[src/rtl/uart_1318_pkg.sv]
// Shared types, constants and helpers for the 1318 UART link (rx and tx).
// The PARITY state only exists when UART_RX_1318_PARITY_EN is defined.
package uart_1318_pkg;

  localparam int unsigned DATA_BITS        = 8;
  localparam int unsigned BAUD_DIV_DEFAULT = 16;

  typedef enum logic [2:0] {
    WAIT_HIGH = 3'd0,
    IDLE      = 3'd1,
    START     = 3'd2,
    DATA      = 3'd3,
`ifdef UART_RX_1318_PARITY_EN
    PARITY    = 3'd4,
`endif
    STOP      = 3'd5
  } rx_state_t;

  // Even-parity bit for a data word: 1 when the word has an odd number of ones.
  function automatic logic even_parity(input logic [DATA_BITS-1:0] d);
    return ^d;
  endfunction

endpackage

[src/rtl/uart_rx_frame_1318_if.sv]
// Receive-side bus of the 1318 UART: serial line in, accepted byte and strobes out.
interface uart_rx_frame_1318_if;
  import uart_1318_pkg::*;

  logic                 RX_In;
  logic [DATA_BITS-1:0] DATA_RX_Out;
  logic                 Ok_Data_Rx;
  logic                 Frame_Err;
  logic                 Parity_Err;

  modport master (
    input  RX_In,
    output DATA_RX_Out, Ok_Data_Rx, Frame_Err, Parity_Err
  );

  modport slave (
    output RX_In,
    input  DATA_RX_Out, Ok_Data_Rx, Frame_Err, Parity_Err
  );
endinterface

[src/rtl/uart_sync_1318.sv]
// Two-flop synchronizer for asynchronous inputs; reset value is a parameter.
module uart_sync_1318 #(
  parameter logic RESET_VAL = 1'b1
) (
  input  logic clk_i,
  input  logic rst_i,
  input  logic d_i,
  output logic q_o
);

  logic meta_q;
  logic sync_q;

  always_ff @(posedge clk_i) begin
    if (rst_i) begin
      meta_q <= RESET_VAL;
      sync_q <= RESET_VAL;
    end else begin
      meta_q <= d_i;
      sync_q <= meta_q;
    end
  end

  assign q_o = sync_q;

endmodule

[src/rtl/uart_rx_frame_1318.sv]
// 1318 UART receiver: 8N1 frames, or 8E1 when UART_RX_1318_PARITY_EN is defined.
// Each bit is sampled mid-period; accepted bytes are presented with a one-cycle strobe.
module uart_rx_frame_1318
  import uart_1318_pkg::*;
#(
  parameter int unsigned BAUD_DIV = BAUD_DIV_DEFAULT
) (
  input logic                   Clk_RX,
  input logic                   Reset_R,
  uart_rx_frame_1318_if.master  rx_bus
);

  localparam int unsigned CNT_W = $clog2(BAUD_DIV);
  localparam int unsigned BIT_W = $clog2(DATA_BITS);
  localparam logic [CNT_W-1:0] HALF_M1 = CNT_W'(BAUD_DIV/2 - 1);
  localparam logic [CNT_W-1:0] FULL_M1 = CNT_W'(BAUD_DIV - 1);
  localparam logic [BIT_W-1:0] LAST_BIT = BIT_W'(DATA_BITS - 1);

  logic rxs;

  uart_sync_1318 #(.RESET_VAL(1'b1)) u_sync (
    .clk_i (Clk_RX),
    .rst_i (Reset_R),
    .d_i   (rx_bus.RX_In),
    .q_o   (rxs)
  );

  rx_state_t            state_q;
  logic [CNT_W-1:0]     cnt_q;
  logic [BIT_W-1:0]     bit_q;
  logic [DATA_BITS-1:0] shift_q;
  logic [DATA_BITS-1:0] data_q;
  logic                 ok_q;
  logic                 ferr_q;
`ifdef UART_RX_1318_PARITY_EN
  logic                 perr_q;
  logic                 mism_q;
`endif

  // Frame FSM; strobes default low every cycle so they last exactly one cycle.
  always_ff @(posedge Clk_RX) begin
    if (Reset_R) begin
      state_q <= WAIT_HIGH;
      cnt_q   <= '0;
      bit_q   <= '0;
      shift_q <= '0;
      data_q  <= '0;
      ok_q    <= 1'b0;
      ferr_q  <= 1'b0;
`ifdef UART_RX_1318_PARITY_EN
      perr_q  <= 1'b0;
      mism_q  <= 1'b0;
`endif
    end else begin
      ok_q   <= 1'b0;
      ferr_q <= 1'b0;
`ifdef UART_RX_1318_PARITY_EN
      perr_q <= 1'b0;
`endif
      case (state_q)
        WAIT_HIGH: begin
          if (rxs) state_q <= IDLE;
        end
        IDLE: begin
          if (!rxs) begin
            state_q <= START;
            cnt_q   <= '0;
          end
        end
        START: begin
          if (cnt_q == HALF_M1) begin
            cnt_q   <= '0;
            bit_q   <= '0;
            state_q <= rxs ? IDLE : DATA;
          end else begin
            cnt_q <= cnt_q + CNT_W'(1);
          end
        end
        DATA: begin
          if (cnt_q == FULL_M1) begin
            cnt_q   <= '0;
            shift_q <= {rxs, shift_q[DATA_BITS-1:1]};
            bit_q   <= bit_q + BIT_W'(1);
            if (bit_q == LAST_BIT) begin
`ifdef UART_RX_1318_PARITY_EN
              state_q <= PARITY;
`else
              state_q <= STOP;
`endif
            end
          end else begin
            cnt_q <= cnt_q + CNT_W'(1);
          end
        end
`ifdef UART_RX_1318_PARITY_EN
        PARITY: begin
          if (cnt_q == FULL_M1) begin
            cnt_q   <= '0;
            mism_q  <= (rxs != even_parity(shift_q));
            state_q <= STOP;
          end else begin
            cnt_q <= cnt_q + CNT_W'(1);
          end
        end
`endif
        STOP: begin
          // Leaving mid-stop-bit lets a start edge right after the stop bit be caught.
          if (cnt_q == FULL_M1) begin
            cnt_q <= '0;
            if (rxs) begin
              data_q  <= shift_q;
              ok_q    <= 1'b1;
`ifdef UART_RX_1318_PARITY_EN
              perr_q  <= mism_q;
`endif
              state_q <= IDLE;
            end else begin
              ferr_q  <= 1'b1;
              state_q <= WAIT_HIGH;
            end
          end else begin
            cnt_q <= cnt_q + CNT_W'(1);
          end
        end
        default: state_q <= WAIT_HIGH;
      endcase
    end
  end

  assign rx_bus.DATA_RX_Out = data_q;
  assign rx_bus.Ok_Data_Rx  = ok_q;
  assign rx_bus.Frame_Err   = ferr_q;
`ifdef UART_RX_1318_PARITY_EN
  assign rx_bus.Parity_Err  = perr_q;
`else
  assign rx_bus.Parity_Err  = 1'b0;
`endif

endmodule

[src/flat_wrapper.sv]
// flat-port wrapper written by rule: the top's interface ports become plain ports
module uart_rx_frame_1318_flat import uart_1318_pkg::*;
#(
  parameter int unsigned BAUD_DIV = BAUD_DIV_DEFAULT
)
  (Clk_RX, Reset_R, rx_bus_RX_In, rx_bus_DATA_RX_Out, rx_bus_Ok_Data_Rx, rx_bus_Frame_Err, rx_bus_Parity_Err);
  uart_rx_frame_1318_if rx_bus_i ();
  input logic Clk_RX;
  input logic Reset_R;
  input wire logic [$bits(rx_bus_i.RX_In)-1:0] rx_bus_RX_In;
  output wire logic [$bits(rx_bus_i.DATA_RX_Out)-1:0] rx_bus_DATA_RX_Out;
  output wire logic [$bits(rx_bus_i.Ok_Data_Rx)-1:0] rx_bus_Ok_Data_Rx;
  output wire logic [$bits(rx_bus_i.Frame_Err)-1:0] rx_bus_Frame_Err;
  output wire logic [$bits(rx_bus_i.Parity_Err)-1:0] rx_bus_Parity_Err;
  assign rx_bus_i.RX_In = rx_bus_RX_In;
  assign rx_bus_DATA_RX_Out = rx_bus_i.DATA_RX_Out;
  assign rx_bus_Ok_Data_Rx = rx_bus_i.Ok_Data_Rx;
  assign rx_bus_Frame_Err = rx_bus_i.Frame_Err;
  assign rx_bus_Parity_Err = rx_bus_i.Parity_Err;
  uart_rx_frame_1318 #(.BAUD_DIV(BAUD_DIV)) u_core (.Clk_RX(Clk_RX), .Reset_R(Reset_R), .rx_bus(rx_bus_i));
endmodule
[config.mk]
export PLATFORM = sky130hd
export DESIGN_NAME = uart_rx_frame_1318_flat
export DESIGN_NICKNAME = d
export VERILOG_FILES = /design/src/rtl/uart_1318_pkg.sv /design/src/rtl/uart_rx_frame_1318_if.sv /design/src/rtl/uart_sync_1318.sv /design/src/rtl/uart_rx_frame_1318.sv /design/src/flat_wrapper.sv
export SDC_FILE = /design/constraint.sdc
export NUM_CORES = 1
export LEC_CHECK = 0
export CAP_MARGIN = 20
export CORE_ASPECT_RATIO = 0.7
export CORE_MARGIN = 2
export CORE_UTILIZATION = 42
export CTS_CLUSTER_DIAMETER = 100
export DETAILED_ROUTE_END_ITERATION = 8
export PLACE_DENSITY = 0.6
export SYNTH_ARGS = -nofsm -noshare
export SYNTH_HDL_FRONTEND = slang
export SYNTH_HIERARCHICAL = 1
export SYNTH_SLANG_ARGS = --single-unit
export TNS_END_PERCENT = 30
[constraint.sdc]
create_clock -name Clk_RX -period 1.6 [get_ports Clk_RX]
set_input_delay 0.16 -clock Clk_RX [delete_from_list [all_inputs] [get_ports Clk_RX]]
set_output_delay 0.16 -clock Clk_RX [all_outputs]
set_load 0.02 [all_outputs]
# [Yosys cells after proc, flatten, opt, wreduce, memory -nomap -nowiden]
# Cells that the tools add are included.
[op_classes] n_addsub=2 eq_ne=13 n_mux=18 n_bitwise=2 reduce_logical=10
[ops] cell="$mux W3" count=8
[ops] cell="$pmux W3 S5" count=1
[ops] cell="$mux W4" count=3
[ops] cell="$pmux W4 S3" count=1
[ops] cell="$ne A2 B1 Y1 const B" count=4
[ops] cell="$eq A3 B2 Y1 const B" count=2
[ops] cell="$eq A3 B3 Y1 const B" count=2
[ops] cell="$pmux W3 S2" count=1
[ops] cell="$reduce_and A3 Y1" count=2
[ops] cell="$reduce_and A6 Y1" count=1
[ops] cell="$add A4 B1 Y4 const B" count=1
[ops] cell="$eq A4 B3 Y1 const B" count=1
[ops] cell="$eq A4 B4 Y1 const B" count=1
[ops] cell="$ne A2 B2 Y1 const B" count=2
[ops] cell="$reduce_and A2 Y1" count=2
[ops] cell="$add A3 B1 Y3 const B" count=1
[ops] cell="$eq A3 B1 Y1 const B" count=1
[ops] cell="$logic_not A3 Y1" count=1
[ops] cell="$mux W1" count=3
[ops] cell="$reduce_bool A3 Y1" count=1
[ops] cell="$reduce_or A3 Y1" count=1
[ops] cell="$mux W2" count=1
[ops] cell="$not A1 Y1" count=2
[ops] cell="$reduce_bool A2 Y1" count=1
[ops] cell="$reduce_or A2 Y1" count=1
[word_totals] reg_bits=30 in_bits=3 output_inout_bits=11 wordCells=54

# [Logic depth before layout (Yosys ltp)]
# Gate-level depths: netlist (run 1).
[logic_depth] depth_word=4 mapped_depth=6 depth_no_buf=6

# [By module]
# Netlist (run 1), hierarchy kept.
[by_module_without_submodules] module="uart_rx_frame_1318" n_inst=1 cells_per_inst=130 area_per_inst_um2=1239.9 seq_area_each_um2=560.5
[by_module_without_submodules] module="uart_sync_1318" n_inst=1 cells_per_inst=4 area_per_inst_um2=52.6 seq_area_each_um2=40.0

# [Worst setup path before layout (run 1)]
# OpenSTA, ideal clock, no wires.
[synth_path] kind="register to register" from="reg u_core.cnt_q[1]" to="reg u_core.bit_q[1]" setup_time_ns=0.128 arrival_time_ns=1.210 t_required_ns=1.472 setup_slack_ns=0.262 stages_incl_launch_ff=6 n_path_buf=0 period_less_slack_ns=1.338 cell_sequence="dfxtp_1 > ha_1 > nand2_1 > or3b_4 > mux2i_1 > nor2_1"
[synth_between] elab_chain_cells=3 word_cells_on_any_way=5 cone_classes="eq/ne: 4; reduce/logical: 1"
[synth_rtl] item="from (decl)" line="uart_rx_frame_1318.sv:29" source="logic [CNT_W-1:0] cnt_q;"
[synth_rtl] item="from (signal assigned)" line="uart_rx_frame_1318.sv:76" source="cnt_q <= cnt_q + CNT_W'(1);"
[synth_rtl] item="from (signal assigned)" line="uart_rx_frame_1318.sv:92" source="cnt_q <= cnt_q + CNT_W'(1);"
[synth_rtl] item="from (signal assigned)" line="uart_rx_frame_1318.sv:122" source="cnt_q <= cnt_q + CNT_W'(1);"
[synth_rtl] item="$eq A4 B4 Y1 or $eq A4 B3 Y1 (tied branches)" line="uart_rx_frame_1318.sv:80, uart_rx_frame_1318.sv:71"
[synth_rtl] item="$ne A2 B1 Y1 (no line)"
[synth_rtl] item="$reduce_and A3 Y1 (no line) (*)"
[synth_rtl] item="to (signal assigned)" line="uart_rx_frame_1318.sv:83" source="bit_q <= bit_q + BIT_W'(1);"
[synth_rtl] item="to (decl)" line="uart_rx_frame_1318.sv:30" source="logic [BIT_W-1:0] bit_q;"
# Mark *: on every way between the ends. The rest lies on a longest branch, timed or not.
# A chain may end at the register's enable or synchronous reset.

# [Final worst setup path (run 1)]
[layout_path] from="reg u_core.cnt_q[1]" to="reg u_core.bit_q[2]"
# The elaborated chain is that of the path after synthesis.

==> results by stage, run 1 <==
Worst setup path:
- The category of the worst setup path capture point is a flip-flop.
- Walking the worst path, the cells encountered are ha_2 -> nand2_1 -> or3b_4 -> mux2i_1 -> nor2_1.
- The setup check on the worst reg-to-reg path leaves a slack of 0.13 ns.
- The data required time at the worst endpoint is 1.76 ns.
- The biggest fanout along the worst timing path is 4.
- STA puts the critical path data arrival time at 1.63 ns.
- The startpoint identified for the worst register-to-register timing path is u_core/cnt_q[1]$_SDFFE_PP0P_.
- The worst setup path is of the flip-flop to flip-flop kind.
- The slowest stage of the critical path belongs to the cell sky130_fd_sc_hd__or3b_4.
- The startpoint of the worst setup timing path is u_core/cnt_q[1]$_SDFFE_PP0P_.
- The worst setup path is launched from a flip-flop.
- The highest cell delay on the worst timing path is 0.44 ns.

Global routing:
- For this run, global-route usage on met1 was measured as 22.0%.
- The first global-routing pass estimated 4090 um of wire.
- The via count of the first global-routing pass is 870.
- The initial antenna violation count is 0.
- The met2 usage is 19.5%.
- Across every metal layer, demand over resource in global routing totals 15.5%.
- After global routing the overflow that remains totals 0.
- Global routing consumed, on the met3 layer, 8.03% of the routing resources.
- The layer carrying the most global-route usage is met1.
- The largest net degree at the start of global routing is 17.

Floorplanning:
- The floorplan has 16 rows.
- The area enclosed by the die boundary is 0.00354 sq mm.
- The region available for standard cell placement spans 0.00286 sq mm.
- The die outline width is 70.3 um.
- The initial standard-cell utilization of the core is 45.1%.
- Measured along the y axis, the die boundary spans 50.4 um.
- The number of top-level design ports is 14.

Routing:
- The final layout contains routed wiring with a total length of 2360 um.
- The remaining design rule violation count is 0.
- The detailed-router iteration count before antenna repair is 4.
- The initial DRC count is 55.
- The average detailed-routed wire length per instance is 12.5 um.
- Dividing the detail-routed via count by the number of cells gives 5.05.
- Detailed routing inserted a total of 950 vias.
- The remaining number of nets flagged by the antenna check after routing is 0.

Power:
- Total power for the finished layout comes to 1.53 mW.
- The highest ir drop seen on vdd is 0.000552 V.
- For this design the ratio of total power to cell area is 950 mW/mm^2.
- The total leakage power is 0.695 nW.

STA:
- Setup violations remaining at the end of the flow were counted as 0.
- The sum of negative setup slack is 0 ns.
- Between clock sinks in the finished design, the worst skew comes to 0.00448 ns.
- The share of the cycle needed by the critical path after routing is 91.8%.
- The worst path needs 1.47 ns of the cycle, external delays included.
- The number of hold violations in the final report was 0.
- Setup repair after global routing left no endpoint under its margin.
- The upper clock frequency limit is 680 MHz.
- The number of pins exceeding their max-slew limit in the final report is 0.

Yosys:
- The commonest cells after synthesis are sky130_fd_sc_hd__dfxtp_1 (30), sky130_fd_sc_hd__nor2_1 (26), sky130_fd_sc_hd__mux2i_1 (19), sky130_fd_sc_hd__a21oi_1 (7).
- Summed over all instances, the cell type with the most area after synthesis is sky130_fd_sc_hd__dfxtp_1.
- In the post-synthesis netlist, the biggest area contributors are sky130_fd_sc_hd__dfxtp_1 (46%), sky130_fd_sc_hd__mux2i_1 (15%), sky130_fd_sc_hd__nor2_1 (7.6%).
- The synthesized flop and latch total is 30.
- The synthesized netlist occupies a cell area of 0.00129 sq mm.
- The share of flip-flops with an asynchronous set or reset is 0%.
- The Yosys step of the flow raised 6 warnings.
- Summing the sequential cell areas from Yosys gives 46.5% of the chip area.
- The top cell type by area accounts for 46.5% of the synthesized area.
- The number of nets produced by synthesis is 140.
- For this run, the leading register cell type out of synthesis is sky130_fd_sc_hd__dfxtp_1.
- Counting flops with a built-in enable in the synthesized netlist gives 0.
- The average cell area after synthesis is 9.65 sq um.
- The cell count after synthesis came out at 134.
- Yosys instantiated no cell more often than sky130_fd_sc_hd__dfxtp_1.
- The synthesized netlist contains 35 unique library cells.

Cells and area:
- The register cell area after layout is 602 sq um.
- After the last flow step, the layout net total stands at 157.
- Summing all multi-input logic gate instances after layout gives 644 sq um.
- The share of cells above drive strength 1 is 15.8%.
- The area growth from synthesis to layout is 24.3%.
- Fill cells in the final layout number 248.
- The number of diodes added for antenna fixing is 0.
- Cells fill 56.1% of the core in the end.

Place:
- The routability-driven placement congestion ratio is 0.855.
- Buffers placed on the I/O ports in this run total 12.
- The half-perimeter wire length of the detailed placement result is 1660 um.

Run:
- The tool flagged a number of max-cap violations equal to 0.

Min path:
- The worst min-delay path category is flip-flop to flip-flop.
- The worst hold path begins at u_core/u_sync/meta_q$_SDFF_PP1_.

Clock tree:
- For the worst-skew pair, the clock arrives at the later sink with an insertion delay of 0.28 ns.
- The number of H-tree branching levels is 2.
- In this run the deepest clock path goes through 2 buffers.
- The clock tree from TritonCTS is built.
- CTS placed an instance of sky130_fd_sc_hd__clkbuf_8 at the clock tree root.
- After clock tree synthesis, the clock-pin slew on the worst setup and hold paths is 0.06 ns.
- Hold repair after CTS inserted 0 buffers.
- TritonCTS created 5 clock buffers.
- The clock net in this run drives a total of 30 sinks.

Run status:
- The run finished with clean final reports.
[registers in the layout, indices dropped and copies added (netlist names)]
signal / cells
u_core/rx_bus.DATA_RX_Out: 8
u_core/shift_q: 8
u_core/cnt_q: 4
u_core/bit_q: 3
u_core/state_q: 3
u_core/rx_bus.Frame_Err: 1
u_core/rx_bus.Ok_Data_Rx: 1
u_core/u_sync/meta_q: 1
u_core/u_sync/q_o: 1
[power by group]
part           internal (mW)  switching, mW
Clock                  0.434          0.281
Combinational         0.0235         0.0271
Sequential             0.752        0.00818
Total                   1.21          0.316
[cell type report]
class	count	area share, %
repair buffers	18	11.8
inverters	4	0.935
clock buffers	8	6.85
flip-flops and latches	30	37.5
well taps	36	2.80
multi-input cells	92	40.1
[kinds of logic (layout without fill, tap and decap cells)]
| family | Yosys count | in the layout | share of synthesized area [%] |
|---|---|---|---|
| buf+inv | 12 | 30 | 4.45 |
| flops | 30 | 30 | 46.5 |
| fa+ha+maj | 3 | 3 | 2.90 |
| mux | 19 | 19 | 14.7 |
| other cells | 1 | 1 | 0.290 |
| xor+xnor | 2 | 2 | 1.36 |
| simple gates | 52 | 52 | 22.0 |
| compound gates | 15 | 15 | 7.84 |
[routing by layer]
| layer | up-vias | wire, um |
|---|---|---|
| met5 | - | 0 |
| met4 | 0 | 30 |
| met3 | 4 | 200 |
| met2 | 32 | 880 |
| met1 | 428 | 1240 |
| li1 | 486 | - |
[cells in the final DEF (no fill, tap or decap), drive strengths merged, types with 2 or more instances in the layout]
master         synthesis  layout
clkdlybuf4s50          0      12
a21oi                  7       7
clkbuf                 4       8
ha                     3       3
nor3                   2       2
nor3b                  2       2
nor2b                  2       2
xor2                   2       2
mux2i                 19      19
or2                    3       3
dfxtp                 30      30
nand2                  4       4
nor2                  27      27
inv                    4       4
o21ai                  2       2
buf                    4       6
nand3                  5       5
nand2b                 2       2
[metrics by stage]
stage / setup WS [ns] / area [sq um] / std cells / hold slack [ns]
3_5_place_dp: 0.128 / 1470 / 179 / 0.388
5_1_grt: 0.0141 / 1610 / 188 / 0.433
2_1_floorplan: 0.262 / 1290 / 134 / 0.257
6_report: 0.130 / 1610 / 188 / 0.401
3_3_place_gp: 0.154 / 1470 / 179 / 0.385
4_1_cts: 0.100 / 1580 / 187 / 0.404
[what timing repair did]
action | in CTS | in global routing
endpoints found under the setup margin | 0 | 18
setup buffers | 0 | 1
gates resized for setup | 0 | 3
[final timing paths]
kind | to | cells after the start
min | u_core/u_sync/q_o$_SDFF_PP1_ | 1
max | u_core/bit_q[2]$_SDFFE_PP0P_ | 5
min reg2reg | u_core/u_sync/q_o$_SDFF_PP1_ | 1
max reg2reg | u_core/bit_q[2]$_SDFFE_PP0P_ | 5
[worst max-delay path: cells and delay by family, from the launching register on]
family	cells	cell delay [ns]
adder cells (fa/ha/maj)	1	0.21
AND/OR/NAND/NOR	3	0.59
flip-flops	1	0.38
multiplexers	1	0.17
No activity file was read; power rests on OpenSTA's default activity.
==> inputs of run 2 (changes only) <==
PLACE_DENSITY = not set   (was 0.6)
PLACE_DENSITY_LB_ADDON = 0.15   (was not set)
==> run 2 against run 1 <==
- combinational power shrank 3%
- flip-flop and latch count stayed put
- setup slack worse by 0.026 ns
- sequential share of layout area rose by 1.2 points
- routed wire length increased by 4.0%
- first-iteration DRC count fell by 42%
- highest routed layer unchanged
- design area decreased by 3.2%
- critical path type unchanged
- core utilization shrank 1.8 points
==> results by stage, run 2 (same netlist as run 1, synthesis figures left out) <==
Power:
- Of the total power, combinational logic draws 3.6%.
- The total leakage power is 0.673 nW.
- The portion of total power attributed to the clock network is 40.9%.
- The overall power consumption is 1.37 mW.
- VDD sags by at most 0.000501 V.
- The switching part of the total is 22.2%.
- The analysis attributes to net switching a power of 0.304 mW.
- The internal power of the cells totals 1.07 mW.
- The fraction of power consumed by sequential logic is 55.5%.
- The cell area power density is 881 mW/mm^2.

Routing:
- The average detailed-routed wire length per instance is 13.2 um.
- The remaining number of nets flagged by the antenna check after routing is 0.
- Across all layers, the routed design uses 974 vias.
- After detailed routing, the total wire length is 2450 um.
- The initial DRC count is 32.
- The average vias per placed instance is 5.24.
- After detailed routing, the number of remaining DRC violations is 0.
- Before antenna repair, the detailed router went through 4 iterations.

Worst setup path:
- The number of buffers and inverters on the critical path is 0.
- Among all stages on the critical path, the largest delay is contributed by sky130_fd_sc_hd__or3b_4.
- The category of the worst setup path capture point is a flip-flop.
- The critical path goes through ha_2 -> nand2_1 -> or3b_4 -> mux2i_1 -> nor2_1.
- At the worst endpoint, the arrival time is 1.65 ns.
- The cell family contributing the most delay on the critical path is simple AND/OR/NAND/NOR gates.
- The type of the worst setup path is flip-flop to flip-flop.
- In this run the worst path has a maximum fanout of 4.
- The highest cell delay on the worst timing path is 0.44 ns.
- At the worst endpoint, the required time is 1.76 ns.
- The nature of the critical path startpoint is a flip-flop.

Cells and area:
- Fill cells in the final layout number 265.
- The multi-input gate area in the final layout is 644 sq um.
- The area growth from synthesis to layout is 20.3%.
- The number of diodes added for antenna fixing is 0.
- For this run, the share of the core covered by cells in the final layout is 54.3%.
- Leaving out filler cells and counting taps, the final layout contains 186.
- In the final layout, flip-flops and latches occupy 602 sq um.
- The final non-filler cell area is 0.00156 sq mm.
- The library cell used most frequently in the layout, excluding fill and tap cells, is sky130_fd_sc_hd__dfxtp_1.
- The number of nets in the final layout is 156.
- In the final layout, the share of cells above drive strength 1 is 14.7%.
- The top cell types in the final layout, fill and taps aside, are sky130_fd_sc_hd__dfxtp_1 (29), sky130_fd_sc_hd__nor2_1 (26), sky130_fd_sc_hd__mux2i_1 (19), sky130_fd_sc_hd__clkdlybuf4s50_1 (12), sky130_fd_sc_hd__a21oi_1 (7).

Clock tree:
- In this run, CTS created clock tree buffers numbering 5.
- Clock tree synthesis selected as its root buffer the cell sky130_fd_sc_hd__clkbuf_8.
- Clock-pin slew was measured on the worst setup and hold paths at 0.06 ns.
- The source-to-sink clock delay at the later pin of the worst-skew pair is 0.28 ns.
- The number of buffers inserted by hold repair at cts is 0.
- TritonCTS built the clock tree.
- No sink is reached through more buffers than the 2 on the longest clock path.
- Counting every sink on the clock net gives 30.
- CTS built an H-tree with a depth of 2.
- The post-CTS setup repair buffer count is 0.
- In this run, post-CTS repair resized a total of 0 instances.

Floorplanning:
- The initial utilization of the core area, before any placement, comes to 45.1%.
- The die outline width is 70.3 um.
- The number of top-level design ports is 14.
- The initialized floorplan defines 16 standard-cell rows.
- The die is 50.4 um tall.
- The area enclosed by the die boundary is 0.00354 sq mm.
- The region available for standard cell placement spans 0.00286 sq mm.

Global routing:
- Entering global routing, the biggest net connects 17 pins.
- The overall routing resource usage is 16.0%.
- The sum of overflow across all layers after global routing is 0.
- The first global-routing pass estimated 4300 um of wire.
- The via count of the first global-routing pass is 942.
- The initial antenna violation count is 0.

Place:
- The cell total after placement is 179.
- The HPWL after detailed placement is 1760 um.
- The cell area after placement is 0.00147 sq mm.
- The placement-stage worst setup slack is 0.0859 ns.
- Buffers placed on the I/O ports in this run total 12.
- The routability-driven placement congestion ratio is 0.826.

Min path:
- In this run the worst hold path is classified as flip-flop to flip-flop.

Run:
- The total of max-cap violations is 0.

STA:
- The worst setup margin is 0.104 ns.
- The number of hold violations in the final report was 0.
- The number of pins exceeding their max-slew limit in the final report came to 0.
- The upper clock frequency limit is 669 MHz.
- Setup violations remaining at the end of the flow were counted as 0.
- The shortest period the worst path allows is 1.50 ns.
- After routing, the total negative slack on setup checks comes to 0 ns.
- The tightest hold margin is 0.402 ns.
- Setup repair after global routing left no endpoint under its margin.
- Of the available clock period, the critical path in the final layout requires 93.5%.
- Across the routed clock network, the largest skew measured is 0.00395 ns.

Run status:
- The flow ran to the end, and the final reports show no timing, DRC or antenna violations.
==> run 2: cell count changes in the layout (fill, tap and decap cells not counted) <==
cell / before / now
sky130_fd_sc_hd__clkbuf_8: 8 / 5
sky130_fd_sc_hd__clkinv_2: 0 / 2
sky130_fd_sc_hd__buf_12: 2 / 1
==> run 2: area by class of cell <==
cell class / count / share of cell area [%]
repair buffers: 17 / 10.9
clock inverters: 2 / 0.644
clock buffers: 5 / 4.42
flip-flops and latches: 30 / 38.7
well taps: 36 / 2.90
inverters: 4 / 0.965
multi-input cells: 92 / 41.4
==> run 2: final timing paths <==
path / end / cells after the start / slack (ns) / start
max: u_core/bit_q[2]$_SDFFE_PP0P_ / 5 / 0.10 / u_core/cnt_q[1]$_SDFFE_PP0P_
min: u_core/u_sync/q_o$_SDFF_PP1_ / 1 / 0.40 / u_core/u_sync/meta_q$_SDFF_PP1_
max reg2reg: u_core/bit_q[2]$_SDFFE_PP0P_ / 5 / 0.10 / u_core/cnt_q[1]$_SDFFE_PP0P_
min reg2reg: u_core/u_sync/q_o$_SDFF_PP1_ / 1 / 0.40 / u_core/u_sync/meta_q$_SDFF_PP1_
==> run 2: per-layer routing <==
layer	vias up	wire length, um	track usage, %	share of wire [%]
met5	-	0	0	0
met4	0	38	9.29	1.6
met3	4	106	4.82	4.3
met2	23	1120	25.0	45
met1	463	1190	19.8	49
li1	484	-	-	-
==> run 2: power by group through the flow <==
stage	clock network [mW]	registers (mW)	logic [mW]
5_1_grt	0.611	0.762	0.0552
2_1_floorplan	0	0.769	0.0394
3_3_place_gp	0	0.777	0.0490
4_1_cts	0.577	0.760	0.0493
3_5_place_dp	0	0.777	0.0491
6_report	0.560	0.761	0.0492
==> inputs of run 3 (changes only) <==
ABC_AREA = 0   (was not set)
SYNTH_HIERARCHICAL = not set   (was 1)
==> run 3 against run 2 <==
- core utilization up 0.061 points
- die area decreased by 2.6%
- synthesized area fell by 2.8%
- setup slack lost 0.0044 ns
- sequential power about the same
- routed wire length fell by 7.2%
- combinational power increased by 18%
- sequential share of layout area up 0.67 points
- critical path type unchanged
- clock power increased by 8.0%
- worst hold slack better by 0.0061 ns
- highest routed layer unchanged
- critical endpoint is now u_core.state_q[2]$_SDFFE_PP0P_
- first-iteration DRC count fell by 34%
- non-clock buffer count grew 3
==> results by stage, run 3 <==
Routing:
- After detailed routing, the number of vias per cell comes to 4.98.
- The remaining number of nets flagged by the antenna check after routing is 0.
- The initial DRC count is 21.
- The first detailed-routing pass took 4 iterations.
- After detailed routing, the number of remaining DRC violations is 0.
- Dividing the detail-routed wire length by the instance count gives 12.4 um.
- The vias after detailed routing is 912.
- After detailed routing, the total wire length is 2280 um.

Min path:
- The min-delay analysis places its worst path in the category flip-flop to flip-flop.

Floorplanning:
- The area enclosed by the die boundary is 0.00345 sq mm.
- From left edge to right edge, the die measures 69.4 um.
- Row generation in the floorplan step produced 16 rows.
- Once the floorplan was initialized, standard cells occupied 44.5% of the core.
- The number of top-level design ports is 14.
- The total area inside the core boundary comes to 0.00282 sq mm.
- The y dimension of the die is 49.8 um.

Place:
- The placed instances occupy a cell area of 0.00144 sq mm.
- Detailed placement finished with a half-perimeter wire length of 1710 um.
- The count of buffers from port buffering is 12.
- At the placement stage, the worst setup path has a slack of -0.0491 ns.
- The routability-driven placement congestion ratio is 0.753.
- In this run, placement finished with an instance count of 175.

Global routing:
- The initial antenna violation count is 0.
- The largest net degree at the start of global routing is 11.
- In the global route stage, overall resource usage came out at 14.8%.
- The via count of the first global-routing pass was 888.
- The sum of overflow across all layers after global routing is 0.
- The first global-routing pass estimated 3990 um of wire.

Power:
- Cell internal power was estimated by the tool at 1.13 mW.
- Of the total power, the clock network draws 42.4%.
- The design draws 1.42 mW.
- The highest ir drop seen on vdd is 0.000464 V.
- Net switching is 20.9% of the power.
- The power share of the combinational group is 4.1%.
- The cell area power density is 928 mW/mm^2.
- In this run the static leakage power is 0.673 nW.
- The switching power of the nets is 0.298 mW.
- Sequential cells account for 53.5% of the total power.

Yosys:
- The count of distinct cell types in the synthesized netlist is 35.
- After synthesis, the cell types taking the most area are sky130_fd_sc_hd__dfxtp_1 (48%), sky130_fd_sc_hd__mux2i_1 (14%), sky130_fd_sc_hd__nor2_1 (7.5%).
- The yosys synthesis warning count is 0.
- The largest family of logic cells by synthesized area is simple AND/OR/NAND/NOR gates.
- The share of the synthesized netlist area taken by xor and xnor gates is 1.99%.
- Summing the areas of all compound-gate instances in the mapped netlist gives 8.37% of the synthesized area.
- The most repeated cell in the gate-level netlist after synthesis is sky130_fd_sc_hd__dfxtp_1.
- Sorting the synthesized cells by how often they occur yields sky130_fd_sc_hd__dfxtp_1 (30), sky130_fd_sc_hd__nor2_1 (25), sky130_fd_sc_hd__mux2i_1 (18), sky130_fd_sc_hd__nand2_1 (6).
- In the synthesized netlist, mux cells make up 14.3% of the area.
- The number of nets produced by synthesis is 133.
- The dominant register cell in the synthesized netlist is sky130_fd_sc_hd__dfxtp_1.
- The share of flip-flops with an asynchronous set or reset is 0%.
- The proportion of synthesized chip area in sequential cells is 47.8%.
- Of the total synthesized cell area, the portion taken by AND, OR, NAND and NOR gates is 20.2%.
- Averaged over all synthesized cells, the footprint is 9.89 sq um.
- Synthesis produced 127 cells.
- The library cell occupying the most area in the post-synthesis netlist is sky130_fd_sc_hd__dfxtp_1.
- The share of synthesized cell area in full adder, half adder and majority cells is 2.99%.
- In this run, synthesis produced a sequential element count of 30.
- The fraction of synthesized cell area taken by the top area cell type is 47.8%.
- In this run the cell area of the synthesized design comes to 0.00126 sq mm.
- The count of flip-flops with a built-in enable after synthesis is 0.

STA:
- The final critical path takes up 93.8% of the cycle.
- Setup violations remaining at the end of the flow were counted as 0.
- Setup repair after global routing left no endpoint under its margin.
- The worst setup margin is 0.0999 ns.
- Hold timing on the final database bottoms out at a slack of 0.409 ns.
- The number of hold violations in the final report is 0.
- The worst path needs 1.50 ns of the cycle, external delays included.
- The upper clock frequency limit is 667 MHz.
- The worst clock skew on the final layout is 0.00441 ns.
- The sum of negative setup slack is 0 ns.
- The number of pins exceeding their max-slew limit in the final report is 0.

Cells and area:
- In the layout the commonest cells are sky130_fd_sc_hd__dfxtp_1 (27), sky130_fd_sc_hd__nor2_1 (25), sky130_fd_sc_hd__mux2i_1 (18), sky130_fd_sc_hd__clkdlybuf4s50_1 (12), sky130_fd_sc_hd__buf_4 (8).
- The multi-input gate area in the final layout is 611 sq um.
- The final non-filler cell area is 0.00154 sq mm.
- The commonest non-fill, non-tap cell in the layout is sky130_fd_sc_hd__dfxtp_1.
- The number of nets in the final layout is 152.
- The number of diodes added for antenna fixing is 0.
- The share of cells above drive strength 1 is 18.4%.
- Compared with the post-synthesis result, the final layout area differs by 22.2%.
- The count of filler cells inserted in the layout is 248.
- The final standard cell count with taps included and fillers excluded is 183.
- The utilization after layout is 54.4%.
- The register cell area after layout is 604 sq um.

Run status:
- The run finished with clean final reports.

Worst setup path:
- The type of the worst setup path is flip-flop to flip-flop.
- The worst setup path is launched from a flip-flop.
- For the worst setup path, the data arrival time is 1.70 ns.
- For the worst setup path, the data required time is 1.80 ns.
- STA classifies the critical path endpoint as a flip-flop.
- The biggest fanout along the worst timing path is 5.
- The internal reg-to-reg setup slack is 0.1 ns.

Clock tree:
- The number of H-tree branching levels is 2.
- After clock tree synthesis, the clock-pin slew on the worst setup and hold paths is 0.06 ns.
- The clock tree root driver cell is sky130_fd_sc_hd__clkbuf_8.
- The clock tree from TritonCTS is built.
- Hold repair after CTS inserted 0 buffers.
- The clock drives 30 sinks.
- The number of clock buffers added by TritonCTS is 5.
- The source-to-sink clock delay at the later pin of the worst-skew pair is 0.27 ns.
- In this run the deepest clock path goes through 2 buffers.

Run:
- The total of max-cap violations is 0.
## run 3: logic make-up after synthesis
group | Yosys count
DFF | 30
adders and majority gates | 3
xor gates and xnor gates | 2
AOI/OAI and AO/OA | 14
other | 1
buffers and inverters | 9
muxes | 18
and+or+nand+nor | 50
## run 3: timing repair
action,in CTS,in global routing
buffers inserted,0,0
gates resized for setup,1,5
hold endpoints to repair,0,0
setup endpoints to repair,14,19
## run 3: worst max-delay path: stages (launching register included)
cell and delay [ns]:
sky130_fd_sc_hd__dfxtp_1 0.35, sky130_fd_sc_hd__ha_2 0.20, sky130_fd_sc_hd__and2_4 0.18, sky130_fd_sc_hd__a22oi_4 0.07, sky130_fd_sc_hd__or4b_1 0.50, sky130_fd_sc_hd__a21oi_1 0.12
## run 3: area by class of cell
cell class / count / area share [%]
inverter: 1 / 0.244
clock inverter: 1 / 0.326
sequential: 30 / 39.4
tap: 36 / 2.93
clock buffer: 7 / 5.62
multi-input combinational: 88 / 39.8
timing repair buffer: 20 / 11.7
## run 3: power groups by stage
stage / Clock [mW] / Sequential (mW) / Combinational [mW]
after floorplan: 0 / 0.771 / 0.0480
final: 0.605 / 0.762 / 0.0580
after global placement: 0 / 0.778 / 0.0568
after CTS: 0.624 / 0.761 / 0.0585
after global routing: 0.662 / 0.762 / 0.0648
after detailed placement: 0 / 0.778 / 0.0583
## run 3: worst paths after layout
path                                                 startpoint                        endpoint  depth (start not counted)
worst max-delay path               u_core.cnt_q[0]$_SDFFE_PP0P_  u_core.state_q[2]$_SDFFE_PP0P_                          5
worst min-delay path            u_core.u_sync.meta_q$_SDFF_PP1_    u_core.u_sync.q_o$_SDFF_PP1_                          1
worst max register to register     u_core.cnt_q[0]$_SDFFE_PP0P_  u_core.state_q[2]$_SDFFE_PP0P_                          5
worst min register to register  u_core.u_sync.meta_q$_SDFF_PP1_    u_core.u_sync.q_o$_SDFF_PP1_                          1
## run 3: metal layers
| metal | GRT usage, % | part of all wire (%) |
|---|---|---|
| met1 | 19.0 | 53 |
| met2 | 23.2 | 43 |
| met3 | 6.13 | 4.6 |
| met4 | 3.92 | 0.18 |
| met5 | 0 | 0 |
